--- config.mk ---
export PLATFORM = sky130hd
export DESIGN_NAME = jk_excite_gen_flat
export DESIGN_NICKNAME = d
export VERILOG_FILES = /design/src/rtl/jk_excite_gen_if.sv /design/src/rtl/jk_excite_gen.sv /design/src/flat_wrapper.sv
export SDC_FILE = /design/constraint.sdc
export NUM_CORES = 1
export LEC_CHECK = 0
export CAP_MARGIN = 10
export CORE_MARGIN = 2
export CORE_UTILIZATION = 32
export CTS_CLUSTER_DIAMETER = 120
export CTS_CLUSTER_SIZE = 8
export DETAILED_ROUTE_END_ITERATION = 8
export GPL_TIMING_DRIVEN = 0
export MAX_ROUTING_LAYER = met4
export PLACE_DENSITY = 0.54
export SLEW_MARGIN = 0
export SYNTH_ARGS = -nofsm -noshare
export SYNTH_HDL_FRONTEND = slang
export SYNTH_SLANG_ARGS = --single-unit
export TNS_END_PERCENT = 20
--- constraint.sdc ---
create_clock -name clk -period 2.35 [get_ports clk]
set_input_delay 0.47 -clock clk [delete_from_list [all_inputs] [get_ports clk]]
set_output_delay 0.47 -clock clk [all_outputs]
set_load 0.005 [all_outputs]
--- src/rtl/jk_excite_gen_if.sv ---
// Target handshake bundle for jk_excite_gen.
// master drives tgt_valid/tgt_bit; slave returns tgt_ready.
interface jk_excite_gen_if;
   logic tgt_valid;
   logic tgt_bit;
   logic tgt_ready;

   modport master (
      output tgt_valid,
      output tgt_bit,
      input  tgt_ready
   );

   modport slave (
      input  tgt_valid,
      input  tgt_bit,
      output tgt_ready
   );
endinterface

--- src/rtl/jk_excite_gen.sv ---
// JK excitation generator: FIFO of target Q bits -> registered J/K,
// with a two-stage check of the flip-flop's Q feedback.
// Ports: clk, rst (async high), tgt (target handshake, slave),
//   drv_en (pop enable), q_fb (flop Q), j/k, busy, mismatch,
//   err_count (saturating), fifo_level.
// Optional macro JKGEN_ERR_STICKY_EN adds err_clr and makes
//   mismatch sticky until cleared.
module jk_excite_gen #(
   parameter int DEPTH   = 4,
   parameter bit DC_FILL = 1'b0
) (
   input  logic                   clk,
   input  logic                   rst,
   jk_excite_gen_if.slave         tgt,
   input  logic                   drv_en,
   input  logic                   q_fb,
`ifdef JKGEN_ERR_STICKY_EN
   input  logic                   err_clr,
`endif
   output logic                   j,
   output logic                   k,
   output logic                   busy,
   output logic                   mismatch,
   output logic [7:0]             err_count,
   output logic [$clog2(DEPTH):0] fifo_level
);

   localparam int AW = $clog2(DEPTH);
   localparam logic [AW:0] L_FULL = DEPTH[AW:0];

   typedef enum logic [1:0] {
      S_IDLE,
      S_RUN,
      S_DRAIN
   } state_t;

   state_t r_state;
   state_t w_next;

   logic          r_mem [DEPTH];
   logic [AW-1:0] r_wptr;
   logic [AW-1:0] r_rptr;
   logic [AW:0]   r_level;
   logic          r_qpred;
   logic          r_chk1_v;
   logic          r_chk1_b;
   logic          r_chk2_v;
   logic          r_chk2_b;
   logic          r_j;
   logic          r_k;
   logic          r_mis;
   logic [7:0]    r_cnt;

   logic w_full;
   logic w_empty;
   logic w_push;
   logic w_pop;
   logic w_tgt;
   logic w_j;
   logic w_k;
   logic w_err;

   assign w_full  = (r_level == L_FULL);
   assign w_empty = (r_level == '0);
   // A full FIFO refuses pushes even if a pop frees a slot this edge.
   assign w_push  = tgt.tgt_valid && !w_full;
   assign w_pop   = drv_en && !w_empty;
   assign w_tgt   = r_mem[r_rptr];
   assign w_err   = r_chk2_v && (q_fb != r_chk2_b);

   // Inverse characteristic table; the unused term gets DC_FILL.
   always_comb begin
      w_j = 1'b0;
      w_k = 1'b0;
      if (!r_qpred) begin
         w_j = w_tgt;
         w_k = DC_FILL;
      end else begin
         w_j = DC_FILL;
         w_k = !w_tgt;
      end
   end

   always_ff @(posedge clk) begin
      if (w_push) r_mem[r_wptr] <= tgt.tgt_bit;
   end

   always_ff @(posedge clk or posedge rst) begin
      if (rst) begin
         r_wptr  <= '0;
         r_rptr  <= '0;
         r_level <= '0;
      end else begin
         if (w_push) r_wptr <= r_wptr + 1'b1;
         if (w_pop)  r_rptr <= r_rptr + 1'b1;
         case ({w_push, w_pop})
            2'b10:   r_level <= r_level + 1'b1;
            2'b01:   r_level <= r_level - 1'b1;
            default: r_level <= r_level;
         endcase
      end
   end

   always_ff @(posedge clk or posedge rst) begin
      if (rst) begin
         r_j      <= 1'b0;
         r_k      <= 1'b0;
         r_qpred  <= 1'b0;
         r_chk1_v <= 1'b0;
         r_chk1_b <= 1'b0;
         r_chk2_v <= 1'b0;
         r_chk2_b <= 1'b0;
      end else begin
         r_chk2_v <= r_chk1_v;
         r_chk2_b <= r_chk1_b;
         if (w_pop) begin
            r_j      <= w_j;
            r_k      <= w_k;
            r_qpred  <= w_tgt;
            r_chk1_v <= 1'b1;
            r_chk1_b <= w_tgt;
         end else begin
            r_j      <= 1'b0;
            r_k      <= 1'b0;
            r_chk1_v <= 1'b0;
         end
      end
   end

   always_ff @(posedge clk or posedge rst) begin
      if (rst) begin
         r_mis <= 1'b0;
         r_cnt <= '0;
      end else begin
         if (w_err && (r_cnt != 8'hFF)) r_cnt <= r_cnt + 8'd1;
`ifdef JKGEN_ERR_STICKY_EN
         // A new error outranks a clear on the same edge.
         if (w_err)        r_mis <= 1'b1;
         else if (err_clr) r_mis <= 1'b0;
`else
         r_mis <= w_err;
`endif
      end
   end

   always_ff @(posedge clk or posedge rst) begin
      if (rst) r_state <= S_IDLE;
      else     r_state <= w_next;
   end

   // DRAIN exits once no check will be pending after this edge:
   // chk1 clears without a pop and chk2 takes chk1's old value.
   always_comb begin
      w_next = r_state;
      unique case (r_state)
         S_IDLE:  if (w_pop) w_next = S_RUN;
         S_RUN:   if (!w_pop) w_next = S_DRAIN;
         S_DRAIN: begin
            if (w_pop)          w_next = S_RUN;
            else if (!r_chk1_v) w_next = S_IDLE;
         end
         default: w_next = S_IDLE;
      endcase
   end

   assign tgt.tgt_ready = !w_full;
   assign j             = r_j;
   assign k             = r_k;
   assign busy          = (r_state != S_IDLE);
   assign mismatch      = r_mis;
   assign err_count     = r_cnt;
   assign fifo_level    = r_level;

endmodule
--- src/flat_wrapper.sv ---
// flat-port wrapper written by rule: the top's interface ports become plain ports
module jk_excite_gen_flat 
#(
   parameter int DEPTH   = 4,
   parameter bit DC_FILL = 1'b0
)
  (clk, rst, drv_en, q_fb, j, k, busy, mismatch, err_count, fifo_level, tgt_tgt_valid, tgt_tgt_bit, tgt_tgt_ready);
  jk_excite_gen_if tgt_i ();
  input  logic clk;
  input  logic rst;
  input  logic drv_en;
  input  logic q_fb;
  output logic j;
  output logic k;
  output logic busy;
  output logic mismatch;
  output logic [7:0] err_count;
  output logic [$clog2(DEPTH):0] fifo_level;
  input wire logic [$bits(tgt_i.tgt_valid)-1:0] tgt_tgt_valid;
  input wire logic [$bits(tgt_i.tgt_bit)-1:0] tgt_tgt_bit;
  output wire logic [$bits(tgt_i.tgt_ready)-1:0] tgt_tgt_ready;
  assign tgt_i.tgt_valid = tgt_tgt_valid;
  assign tgt_i.tgt_bit = tgt_tgt_bit;
  assign tgt_tgt_ready = tgt_i.tgt_ready;
  jk_excite_gen #(.DEPTH(DEPTH), .DC_FILL(DC_FILL)) u_core (.clk(clk), .rst(rst), .tgt(tgt_i), .drv_en(drv_en), .q_fb(q_fb), .j(j), .k(k), .busy(busy), .mismatch(mismatch), .err_count(err_count), .fifo_level(fifo_level));
endmodule
# [Word level (Yosys, flattened, before mapping)]
# Memory sizes are Yosys's and may differ from the RTL's.
# Index checks and enable logic that the tools add are counted.
[op_classes] addsub=5 mux=13 eq_ne=10 n_reduce_logical=12
[op_table] op="$add 8x1->8 const B" n=1
[op_table] op="$mux 2" n=4
[op_table] op="$ne 8x8->1 const B" n=1
[op_table] op="$mux 1" n=7
[op_table] op="$pmux 2 s3" n=1
[op_table] op="$pmux 3 s2" n=1
[op_table] op="$add 2x1->2 const B" n=2
[op_table] op="$eq 2x1->1 const B" n=2
[op_table] op="$eq 2x2->1 const B" n=2
[op_table] op="$logic_and 1x1->1" n=4
[op_table] op="$reduce_bool 2->1" n=2
[op_table] op="$add 3x1->3 const B" n=1
[op_table] op="$eq 3x3->1 const B" n=1
[op_table] op="$logic_not 1->1" n=3
[op_table] op="$logic_not 3->1" n=1
[op_table] op="$ne 3x3->1 const B" n=1
[op_table] op="$reduce_and 3->1" n=1
[op_table] op="$sub 3x1->3 const B" n=1
[op_table] op="$logic_not 2->1" n=1
[op_table] op="$ne 2x1->1 const B" n=1
[op_table] op="$ne 2x2->1 const B" n=1
[op_table] op="$ne 1x1->1" n=1
[word_totals] input_bits=6 ff_bits=24 mem_count=1 out_inout_bits=16 mem_bits_rw=4 word_cells=53
[mem_list] name="u_core.r_mem" depth=4 width=1 read_ports=1 rd_ports_with_merged_regs=0 write_ports=1 line="jk_excite_gen.sv:40" rtl="logic r_mem [DEPTH];"

# [Longest topological paths before layout]
[logic_depth] depth_word=5 mapped_depth=9

# [Worst setup path before layout]
# OpenSTA, ideal clock, no wires.
[synth_timing] path_kind="reg-to-reg" startpoint="register u_core.r_level[0], in the netlist u_core.fifo_level[0]" endpoint="register u_core.r_level[2], in the netlist u_core.fifo_level[2]" arrival_ns=1.792 n_path_buf=0 path_stages_with_launch=10 required_time_ns=2.271 slack_ns=0.479 path_cell_list="dfrtp_1 -> inv_1 -> nand3_2 -> nand2_1 -> ha_1 -> inv_1 -> fa_1 -> xor2_1 -> nor2_1 -> xor2_1"
[synth_via] elab_chain_cells=5 elab_cells_between_ends=12
[synth_rtl] element="from (decl)" line="jk_excite_gen.sv:43" rtl="logic [AW:0] r_level;"
[synth_rtl] element="from (signal assigned)" line="jk_excite_gen.sv:97" rtl="2'b10: r_level <= r_level + 1'b1;"
[synth_rtl] element="from (signal assigned)" line="jk_excite_gen.sv:98" rtl="2'b01: r_level <= r_level - 1'b1;"
[synth_rtl] element="from (signal assigned)" line="jk_excite_gen.sv:99" rtl="default: r_level <= r_level;"
[synth_rtl] element="$eq 3x3->1 (*)" line="jk_excite_gen.sv:63" rtl="assign w_full = (r_level == L_FULL);"
[synth_rtl] element="$logic_not 1->1 (*)"
[synth_rtl] element="via tgt_tgt_ready" line="flat_wrapper.sv:21" rtl="output wire logic [$bits(tgt_i.tgt_ready)-1:0] tgt_tgt_ready;"
[synth_rtl] element="$logic_and 1x1->1 (*)" line="jk_excite_gen.sv:66" rtl="assign w_push = tgt.tgt_valid && !w_full;"
[synth_rtl] element="$eq 2x1->1 or $eq 2x2->1 (tied branches)" line="jk_excite_gen.sv:96" rtl="case ({w_push, w_pop})"
[synth_rtl] element="$pmux 3 s2 or $reduce_bool 2->1 (tied branches)"
# The timed path passes the listed nets; every way through them passes the cells marked *.
# A chain may end at the register's enable or synchronous reset.

# [Worst setup path after layout]
[layout_timing] startpoint="input port drv_en" endpoint="register u_core.r_level[2], in the netlist u_core.fifo_level[2]"
[layout_via] elab_chain_cells=3 elab_cells_between_ends=5
[layout_rtl] element="from (decl)" line="flat_wrapper.sv:11" rtl="input logic drv_en;"
[layout_rtl] element="$logic_and 1x1->1 (*)" line="jk_excite_gen.sv:67" rtl="assign w_pop = drv_en && !w_empty;"
[layout_rtl] element="via u_core.w_pop" line="jk_excite_gen.sv:57" rtl="logic w_pop;"
[layout_rtl] element="$eq 2x1->1 or $eq 2x2->1 (tied branches)" line="jk_excite_gen.sv:96"
[layout_rtl] element="$pmux 3 s2 or $reduce_bool 2->1 (tied branches)"
# Marked as above.

==> flow_summary.toml <==
[status]
status = "completed"

[clock_network]
post_cts_sizing = 0
cts_setup_buffers = 0
ctsRootBufferMaster = "sky130_fd_sc_hd__clkbuf_8"
worst_skew_pair.late_latency_ns = 0.28
cts_max_level = 1
cts_buffers = 3
post_cts_hold_buffer_count = 0
clk_pin_slew_ns = 0.09
cts_tree = "done"
clock_path_buffers = 2
clkSinkCount = 28

[global_routing]
antenna_found_initial = 0
grt_pass1_wl_um = 3440
grt_usage_pct = 10.5
grt_overflow_total = 0
pin_count_of_the_biggest_net_entering_global_routing = 25
first_global_vias = 788

[critical_path]
r2r_start = "u_core.fifo_level[2]"
critical_path_s_largest_stage_delay_ns = 0.50
critical_path_peak_fanout = 6
critical_path_required_ns = 2.56
worst_path_dominant_cell_family = "buffers and inverters"
chain_of_cells_forming_the_critical_path = "clkdlybuf4s50_1 > o31ai_4 > inv_1 > ha_1 > inv_1 > fa_1 > xor2_1 > nor2_1 > xor2_1"
setup.worst_path.start = "drv_en"
start_kind = "primary input"
path_buf_inv = 3
critical_path_arrival_ns = 2.33
timing.critical_path.slowest_stage_cell = "sky130_fd_sc_hd__clkdlybuf4s50_1"
worst-setup-path-type = "in2reg"
worstSetupEndpointType = "register"

[power]
pwr-share-seq_pct = 45.8
vdd_drop_max_mv = 0.585
internal_power_uw = 1260
power.share.clock_pct = 16.0
cellPowerDensity_nw_per_um2 = 1170
pwr-share-comb_pct = 38.3
leakagePower_uw = 0.000706
net-switching-power_uw = 601
power_switching_share_pct = 32.3

[place]
dp.cells = 167
placement.io_buffers = 21
globalplace.congestion = 0.795
hpwlAfterDp_um = 1510

[sta]
max_slew.worst_pin.slew_ns = 0.882
setup-violations-final = 0
drv_slew = 0
worst_hold_slack_ns = 0.389
post-route-period-util_pct = 90.3
finalHoldViolations = 0
layout_min_cycle_time_ns = 2.12
clock_skew_ns = 0.00592
slew-limit-headroom_pct = 41.1
grt_setup_unrepaired = "no"
achievable-frequency_ghz = 0.471

[route]
drt_first_iter_violations = 31
routedWlPerCell_um = 11.5
finalWirelength_um = 1970
detail_route.vias_per_cell = 4.56
antenna_left = 0
dr.pass1.iters = 2
drc_errors = 0
dr_total_vias = 780

[die]
coreArea_um2 = 3720
dieWidth_um = 66.7
die_ar_um2 = 4450
floorplan.rows = 22
initial_core_utilization_pct = 33.9
top_level_ports = 22
chipHeight_um = 66.7

[yosys]
synth.ff_latch_count = 28
yosysWarningCount = 0
syn-mean-instance-area_um2 = 12.8
post_synth_main_area_contributors = "sky130_fd_sc_hd__dfrtp_1 (48%), sky130_fd_sc_hd__edfxtp_1 (9.5%), sky130_fd_sc_hd__ha_1 (6.0%), sky130_fd_sc_hd__xnor2_1 (4.9%), sky130_fd_sc_hd__mux2_2 (3.6%)"
ys_seq_area_share_pct = 57.3
yosysTopAreaCell = "sky130_fd_sc_hd__dfrtp_1"
synthDistinctLibCells = 26
syn_nets = 111
postSynthCellCount = 98
synth_area_um2 = 1260
netlist.area_leader.share_pct = 47.7

[layout]
final_cell_mix = "sky130_fd_sc_hd__dfrtp_1 (24), sky130_fd_sc_hd__clkdlybuf4s50_1 (21), sky130_fd_sc_hd__nand2_1 (12)"
final_layout_size_suffix_gt1_share_pct = 12.2
layout_commonest_cell = "sky130_fd_sc_hd__dfrtp_1"
n_antenna_cell = 0
flow.area_growth_from_synthesis_pct = 25.8
post_layout_nonfiller_instances = 171
nets = 137

[run]
maxCapViolations = 0

[min_path]
min-delay-path-class = "reg2reg"
min-delay-start = "u_core.r_chk1_v"
power by group through the flow:
stage | Sequential [uW] | Clock (uW) | Combinational, uW
2_1_floorplan | 840 | 0 | 422
3_3_place_gp | 854 | 0 | 706
3_5_place_dp | 862 | 0 | 725
4_1_cts | 854 | 304 | 729
5_1_grt | 881 | 320 | 798
6_report | 852 | 297 | 712
worst reg2reg max path, delay by kind of cell (launching register included):
family,cells,cell delay [ns]
fa+ha+maj,2,0.44
xor+xnor,2,0.29
buf+inv,2,0.26
compound gates,1,0.38
simple gates,1,0.07
flops,1,0.47
final timing paths:
| check | end | cells past startpoint | slack [ns] |
|---|---|---|---|
| hold / removal | u_core.r_chk2_v | 0 | 0.39 |
| max in group asynchronous | u_core.j | 2 | 1.13 |
| setup reg to reg | u_core.fifo_level[2] | 8 | 0.32 |
| min in group asynchronous | u_core.err_count[1] | 2 | 0.67 |
| hold reg to reg | u_core.r_chk2_v | 0 | 0.39 |
| setup / recovery | u_core.fifo_level[2] | 9 | 0.23 |
final cells by class:
| type | instances | area, um^2 |
|---|---|---|
| sequential | 28 | 721 |
| clock buffer | 4 | 55.1 |
| inverter | 8 | 30.0 |
| fill | 363 | 2130 |
| multi-input combinational | 62 | 508 |
| tap | 48 | 60.1 |
| timing repair buffer | 21 | 210 |
metal layers:
metal / track usage [%] / up-vias / wire (um)
met5: - / - / 0
met4: 4.59 / 0 / 40
met3: 2.03 / 4 / 80
met2: 15.9 / 17 / 912
met1: 13.8 / 383 / 937
li1: - / 376 / -
sequential cells by signal, indices dropped and copies added (netlist names), 2 cells and up:
register,count
u_core.r_mem,4
u_core.r_state,2
u_core.err_count,8
u_core.r_rptr,2
u_core.r_wptr,2
u_core.fifo_level,3
Yosys cell counts:
master                     instances
sky130_fd_sc_hd__and3_1            5
sky130_fd_sc_hd__nor3b_1           1
sky130_fd_sc_hd__mux2_2            4
sky130_fd_sc_hd__nand2_1          12
sky130_fd_sc_hd__ha_1              6
sky130_fd_sc_hd__mux4_2            1
sky130_fd_sc_hd__nand3_1           2
sky130_fd_sc_hd__xnor2_1           7
sky130_fd_sc_hd__and2_4            1
sky130_fd_sc_hd__nand3_2           1
sky130_fd_sc_hd__nor2_1            5
sky130_fd_sc_hd__dfrtp_1          24
sky130_fd_sc_hd__mux2_4            1
sky130_fd_sc_hd__o31ai_4           1
sky130_fd_sc_hd__nand4_1           3
sky130_fd_sc_hd__xor2_1            4
sky130_fd_sc_hd__mux2i_1           1
sky130_fd_sc_hd__nand2b_1          1
sky130_fd_sc_hd__edfxtp_1          4
sky130_fd_sc_hd__o211a_1           1
sky130_fd_sc_hd__mux2_1            1
sky130_fd_sc_hd__a21oi_1           1
sky130_fd_sc_hd__nor2b_4           1
sky130_fd_sc_hd__inv_1             8
sky130_fd_sc_hd__fa_1              1
sky130_fd_sc_hd__or2_2             1
cells by family (layout without fill, tap and decap cells):
logic type | Yosys count | in the layout | share of synthesized area [%]
buffers and inverters | 8 | 33 | 2.39
DFF | 28 | 28 | 57.3
AOI/OAI and AO/OA | 3 | 3 | 2.88
muxes | 8 | 8 | 8.25
adders and majority gates | 7 | 7 | 7.55
xor gates and xnor gates | 11 | 11 | 7.65
and+or+nand+nor | 33 | 33 | 14.0
per-stage QoR:
stage	total power (uW)	TNS (ns)	area (um^2)	worst slack [ns]	utilization (%)
3_5_place_dp	1590	-0.0986	1530	-0.0986	41.1
5_1_grt	2000	0	1580	0.104	42.6
4_1_cts	1890	0	1580	0.212	42.6
2_1_floorplan	1260	0	1260	0.479	-
6_report	1860	0	1580	0.228	42.6
3_3_place_gp	1560	-0.0613	1530	-0.0613	41.1
Note: power is estimated with default switching activity, not from simulation.
